--- src/rtl/vib_capture_ctrl.sv ---
// Triggered circular capture buffer sequencer: records samples into a sync RAM,
// freezes a programmable number of samples after the trigger, then drains them oldest-first.
module vib_capture_ctrl #(
    parameter int DATA_WIDTH = 8,
    parameter int ADDR_WIDTH = 4
) (
    input  logic                  clk,
    input  logic                  rst_n,
    input  logic                  arm,
    input  logic                  abort,
    input  logic [ADDR_WIDTH-1:0] post_len,
    input  logic                  s_valid,
    input  logic [DATA_WIDTH-1:0] s_data,
    input  logic                  s_trig,
    output logic                  m_valid,
    output logic [DATA_WIDTH-1:0] m_data,
    output logic                  m_last,
    input  logic                  m_ready,
    output logic                  ram_en,
    output logic                  ram_we,
    output logic [ADDR_WIDTH-1:0] ram_w_addr,
    output logic [DATA_WIDTH-1:0] ram_di,
    output logic [ADDR_WIDTH-1:0] ram_r_addr,
    input  logic [DATA_WIDTH-1:0] ram_do,
    output logic [1:0]            state,
    output logic                  done
);

    // state | meaning
    // IDLE  | waiting for arm; samples dropped
    // ARMED | recording every sample, watching for a qualified trigger
    // POST  | recording post-trigger samples, post_cnt counting down
    // DRAIN | buffer frozen, streaming oldest-first to the consumer
    typedef enum logic [1:0] {
        ST_IDLE  = 2'd0,
        ST_ARMED = 2'd1,
        ST_POST  = 2'd2,
        ST_DRAIN = 2'd3
    } state_t;

    localparam logic [ADDR_WIDTH-1:0] PTR_ONE  = ADDR_WIDTH'(1);
    localparam logic [ADDR_WIDTH:0]   CNT_ONE  = (ADDR_WIDTH+1)'(1);
    localparam logic [ADDR_WIDTH:0]   FILL_MAX = {1'b1, {ADDR_WIDTH{1'b0}}};

    state_t                state_q, state_nxt;
    logic [ADDR_WIDTH-1:0] wr_ptr, wr_ptr_nxt;
    logic [ADDR_WIDTH:0]   fill, fill_nxt;
    logic [ADDR_WIDTH-1:0] post_len_q;
    logic [ADDR_WIDTH-1:0] post_cnt;
    logic [ADDR_WIDTH-1:0] rd_ptr;
    logic [ADDR_WIDTH:0]   remaining;
    logic                  rd_pend;
    logic                  done_nxt;
    logic                  wr_en, arm_ok, trig_hit, post_wr, pop, rd_issue, enter_drain;

    assign wr_en      = s_valid && (state_q == ST_ARMED || state_q == ST_POST);
    assign wr_ptr_nxt = wr_en ? wr_ptr + PTR_ONE : wr_ptr;
    assign fill_nxt   = (wr_en && fill != FILL_MAX) ? fill + CNT_ONE : fill;

    assign arm_ok   = (state_q == ST_IDLE) && arm && !abort;
    assign trig_hit = (state_q == ST_ARMED) && s_valid && s_trig;
    assign post_wr  = (state_q == ST_POST) && s_valid;
    assign pop      = m_valid && m_ready;
    assign rd_issue = (state_q == ST_DRAIN) && !abort && (remaining != '0) && !rd_pend
                      && (!m_valid || m_ready);
    assign enter_drain = (state_nxt == ST_DRAIN) && (state_q != ST_DRAIN);

    assign ram_en     = 1'b1;
    assign ram_we     = wr_en;
    assign ram_w_addr = wr_ptr;
    assign ram_di     = s_data;
    assign ram_r_addr = rd_ptr;
    assign m_last     = m_valid && (remaining == '0) && !rd_pend;
    assign state      = state_q;

    always_comb begin
        state_nxt = state_q;
        done_nxt  = 1'b0;
        case (state_q)
            ST_IDLE: begin
                if (arm) state_nxt = ST_ARMED;
            end
            ST_ARMED: begin
                if (trig_hit) state_nxt = (post_len_q == '0) ? ST_DRAIN : ST_POST;
            end
            ST_POST: begin
                if (post_wr && post_cnt == PTR_ONE) state_nxt = ST_DRAIN;
            end
            ST_DRAIN: begin
                // second term only covers an empty buffer, which normal capture never produces
                if ((pop && m_last) || (remaining == '0 && !rd_pend && !m_valid)) begin
                    state_nxt = ST_IDLE;
                    done_nxt  = 1'b1;
                end
            end
            default: state_nxt = ST_IDLE;
        endcase
        if (abort) begin
            state_nxt = ST_IDLE;
            done_nxt  = 1'b0;
        end
    end

    always_ff @(posedge clk) begin
        if (!rst_n) begin
            state_q    <= ST_IDLE;
            wr_ptr     <= '0;
            fill       <= '0;
            post_len_q <= '0;
            post_cnt   <= '0;
            rd_ptr     <= '0;
            remaining  <= '0;
            rd_pend    <= 1'b0;
            m_valid    <= 1'b0;
            m_data     <= '0;
            done       <= 1'b0;
        end else begin
            state_q <= state_nxt;
            done    <= done_nxt;

            // post_len already fits in DEPTH-1, so the trigger sample can never be overwritten
            if (arm_ok) begin
                wr_ptr     <= '0;
                fill       <= '0;
                post_len_q <= post_len;
            end else begin
                wr_ptr <= wr_ptr_nxt;
                fill   <= fill_nxt;
            end

            if (trig_hit)     post_cnt <= post_len_q;
            else if (post_wr) post_cnt <= post_cnt - PTR_ONE;

            if (enter_drain) begin
                remaining <= fill_nxt;
                rd_ptr    <= wr_ptr_nxt - fill_nxt[ADDR_WIDTH-1:0];
            end else if (rd_issue) begin
                remaining <= remaining - CNT_ONE;
                rd_ptr    <= rd_ptr + PTR_ONE;
            end

            if (abort) begin
                rd_pend <= 1'b0;
                m_valid <= 1'b0;
            end else begin
                rd_pend <= rd_issue;
                if (rd_pend) begin
                    m_data  <= ram_do;
                    m_valid <= 1'b1;
                end else if (pop) begin
                    m_valid <= 1'b0;
                end
            end
        end
    end

endmodule

--- config.mk ---
export PLATFORM = sky130hd
export DESIGN_NAME = vib_capture_ctrl
export DESIGN_NICKNAME = d
export VERILOG_FILES = /design/src/rtl/vib_capture_ctrl.sv
export SDC_FILE = /design/constraint.sdc
export NUM_CORES = 1
export LEC_CHECK = 0
export CORE_UTILIZATION = 44
export CTS_CLUSTER_SIZE = 14
export DETAILED_ROUTE_END_ITERATION = 10
export PLACE_DENSITY = 0.82
export REMOVE_ABC_BUFFERS = 1
export SYNTH_ARGS = -nofsm -noshare
export SYNTH_HDL_FRONTEND = slang
export SYNTH_SLANG_ARGS = --single-unit
--- constraint.sdc ---
create_clock -name clk -period 2.51 [get_ports clk]
set_clock_uncertainty 0.1 [all_clocks]
set_input_delay 0.3765 -clock clk [delete_from_list [all_inputs] [get_ports clk]]
set_output_delay 0.3765 -clock clk [all_outputs]
set_load 0.005 [all_outputs]
==> impl_metrics.ini <==
[yosys]
synth_edf_count = 0
synthCells = 233
ys_async_sr_fraction_pct = 0
ys.flop_type = dfxtp_1
ys_seq_area_share_pct = 35.8
yosysTopAreaCell = dfxtp_1
synth_area_sq_um = 2180
yosysUniqueCellTypes = 47
avgSynthCellArea_sq_um = 9.36
yosysTopAreaCellShare_pct = 35.8
ys_top_cells_by_area = dfxtp_1 36%, ha_1 9.2%, mux2i_1 6.0%
yosysWarnings = 0
ys_ff_latch = 39

[run]
drv_cap = 0

[power]
powerDensity_nw_per_um2 = 483
combPwrFrac_pct = 16.2
p_clk_share_pct = 38.2
irDropWorstVdd_mv = 0.300
p_leak_uw = 0.00118
p_sw_share_pct = 24.3
power_uw = 1420
internal-power_uw = 1080
p_switching_uw = 346
seqPwrFrac_pct = 45.7

[sta]
relSlewSlack_pct = 53.1
fin_crit_ps = 2400
hold_viol_final = 0
rsz0062_at_grt = no
fmax_mhz = 417
slew_viol_final = 0
holdWs_ps = 398
post-route-period-util_pct = 95.6
setup_tns_ps = 0
tightest_slew_ps = 703
setup_viol = 0

[cells_and_area]
drive_above_1_share_pct = 20.0
nFillCells = 396
layout.nets = 328
syn2layout_area_growth_pct = 35.1
diodes = 0
stdcell_area_sq_um = 2950

[cts]
clk_latency_ps = 290
clk_pin_slew_ps = 80
cts_tree = done
root_buffer = clkbuf_8
cts.sinks = 39
h-tree-depth = 2
clk_path_buf_depth = 2
numCtsBuffers = 5
postCtsHoldBufs = 0

[floorplan]
pin_count = 58
coreArea_sq_um = 4750
start_util_pct = 45.9
die_x_um = 72.4
num_rows = 25
fp.dieH_um = 72.4
die-area_sq_um = 5240

[global_route]
overflow = 0
grt_pass1_vias = 1706
grt_usage_pct = 19.0
grt_max_degree = 22
grt_pass1_wl_um = 7650
grt_antenna_before_repair = 0

[detailed_routing]
ant_nets = 0
viasPerCell = 5.08
wl_per_cell_um = 13.8
drc_errors = 0
firstDrtPassIters = 4
wl_um = 4870
vias = 1789
drt_iter0_drc = 87

[worst_hold_path]
min_path_type = reg2reg
hold_depth = 2

[placed_design]
dp_hpwl_um = 3480
place.gp.congestion = 0.774
place_area_sq_um = 2710
port_buffers = 40

[critical_path]
crit_type = reg2reg
cp.required_ps = 2550
r2r.worst_path.cells = 7
path_max_fanout = 10
cp-start-kind = flip-flop
cp-end-kind = flip-flop
arrival_ps = 2440

[run_status]
status = finished clean
[cells by family (layout without fill, tap and decap cells)]
kind of cell	after synthesis	count (layout)	synth area share (%)
AND/OR/NAND/NOR	77	77	18.2
flip-flops	39	39	35.8
XOR/XNOR	17	17	7.52
adder cells (fa/ha/maj)	17	17	10.1
multiplexers	14	14	6.48
buffers and inverters	33	85	7.69
AO/OA/AOI/OAI	35	35	14.0
other	1	1	0.172
[what timing repair did]
item	4_1_cts	5_1_grt
endpoints found under the setup margin	2	6
hold endpoints to repair	0	0
pin swaps	0	9
setup buffers	0	1
gates cloned	0	0
gates resized for setup	4	25
[power groups by stage]
| stage | registers (uW) | logic (uW) | clock network, uW |
|---|---|---|---|
| 4_1_cts | 649 | 214 | 551 |
| 6_report | 651 | 230 | 543 |
| 3_3_place_gp | 663 | 205 | 0 |
| 5_1_grt | 652 | 251 | 580 |
| 2_1_floorplan | 663 | 112 | 0 |
| 3_5_place_dp | 663 | 209 | 0 |
[area by class of cell]
class	count	area [sq um]	share of cell area, %
sequential	39	786	26.7
inverter	15	56.3	1.91
timing repair buffer	62	568	19.3
clock buffer	6	82.6	2.80
clock inverter	2	35.0	1.19
tap	67	83.8	2.85
multi-input combinational	161	1340	45.3
[Yosys cell counts (all sizes together), types with 2 or more instances]
cell type	number
a211oi	10
a21oi	7
a221oi	3
a2bb2oi	2
and2	3
buf	12
clkbuf	6
dfxtp	39
ha	16
inv	15
mux2i	13
nand2	10
nand2b	3
nand3	8
nand3b	2
nand4	5
nor2	28
nor2b	4
nor3	2
nor3b	3
nor4	3
nor4bb	2
o211a	2
o21ai	3
xnor2	10
xor2	6
[registers in the layout (all words and copies together), names as in the netlist]
register / flops
done: 1
fill: 5
m_data: 8
m_valid: 1
post_cnt: 4
post_len_q: 4
ram_r_addr: 4
ram_w_addr: 4
rd_pend: 1
remaining: 5
state: 2
[metal layers]
layer,global-route usage [%],vias to the layer above,part of all wire [%]
li1,-,909,-
met1,25.1,830,48
met2,28.6,43,46
met3,5.69,7,4.4
met4,8.28,0,1.6
met5,0,-,0
[layout by cell type (no fill, tap or decap), types with 6 or more instances in the layout]
cell / instances
a21oi_1: 7
ha_1: 15
nand3_1: 8
clkbuf_8: 6
dfxtp_1: 35
clkdlybuf4s50_1: 39
a211oi_1: 8
mux2i_1: 12
inv_1: 14
buf_4: 21
xnor2_1: 7
nand2_1: 7
nor2_1: 27
[final timing paths]
| path | to | startpoint | slack [ps] |
|---|---|---|---|
| worst min register to register | m_data[3] | m_data[3] | 400 |
| worst max-delay path | ram_r_addr[1] | remaining[0] | 110 |
| worst max register to register | ram_r_addr[1] | remaining[0] | 110 |
| worst min-delay path | m_data[3] | m_data[3] | 400 |
[worst max-delay path, cell delays in order (launching register included)]
cell and delay (ps):
dfxtp_1 320, inv_1 110, ha_1 150, or4b_4 510
o311ai_4 350, a32oi_4 230, a221oi_1 400, a211oi_2 80
[metrics by stage]
stage               worst slack [ps]  util [%]  cells
CTS                             11.3      59.8    351
global route                    12.0      62.0    352
finish                           109      62.0    352
global placement                -150      57.1    343
detailed placement              -205      57.1    343
floorplan                       -597         -    215
Note: power is estimated with default switching activity, not from simulation.
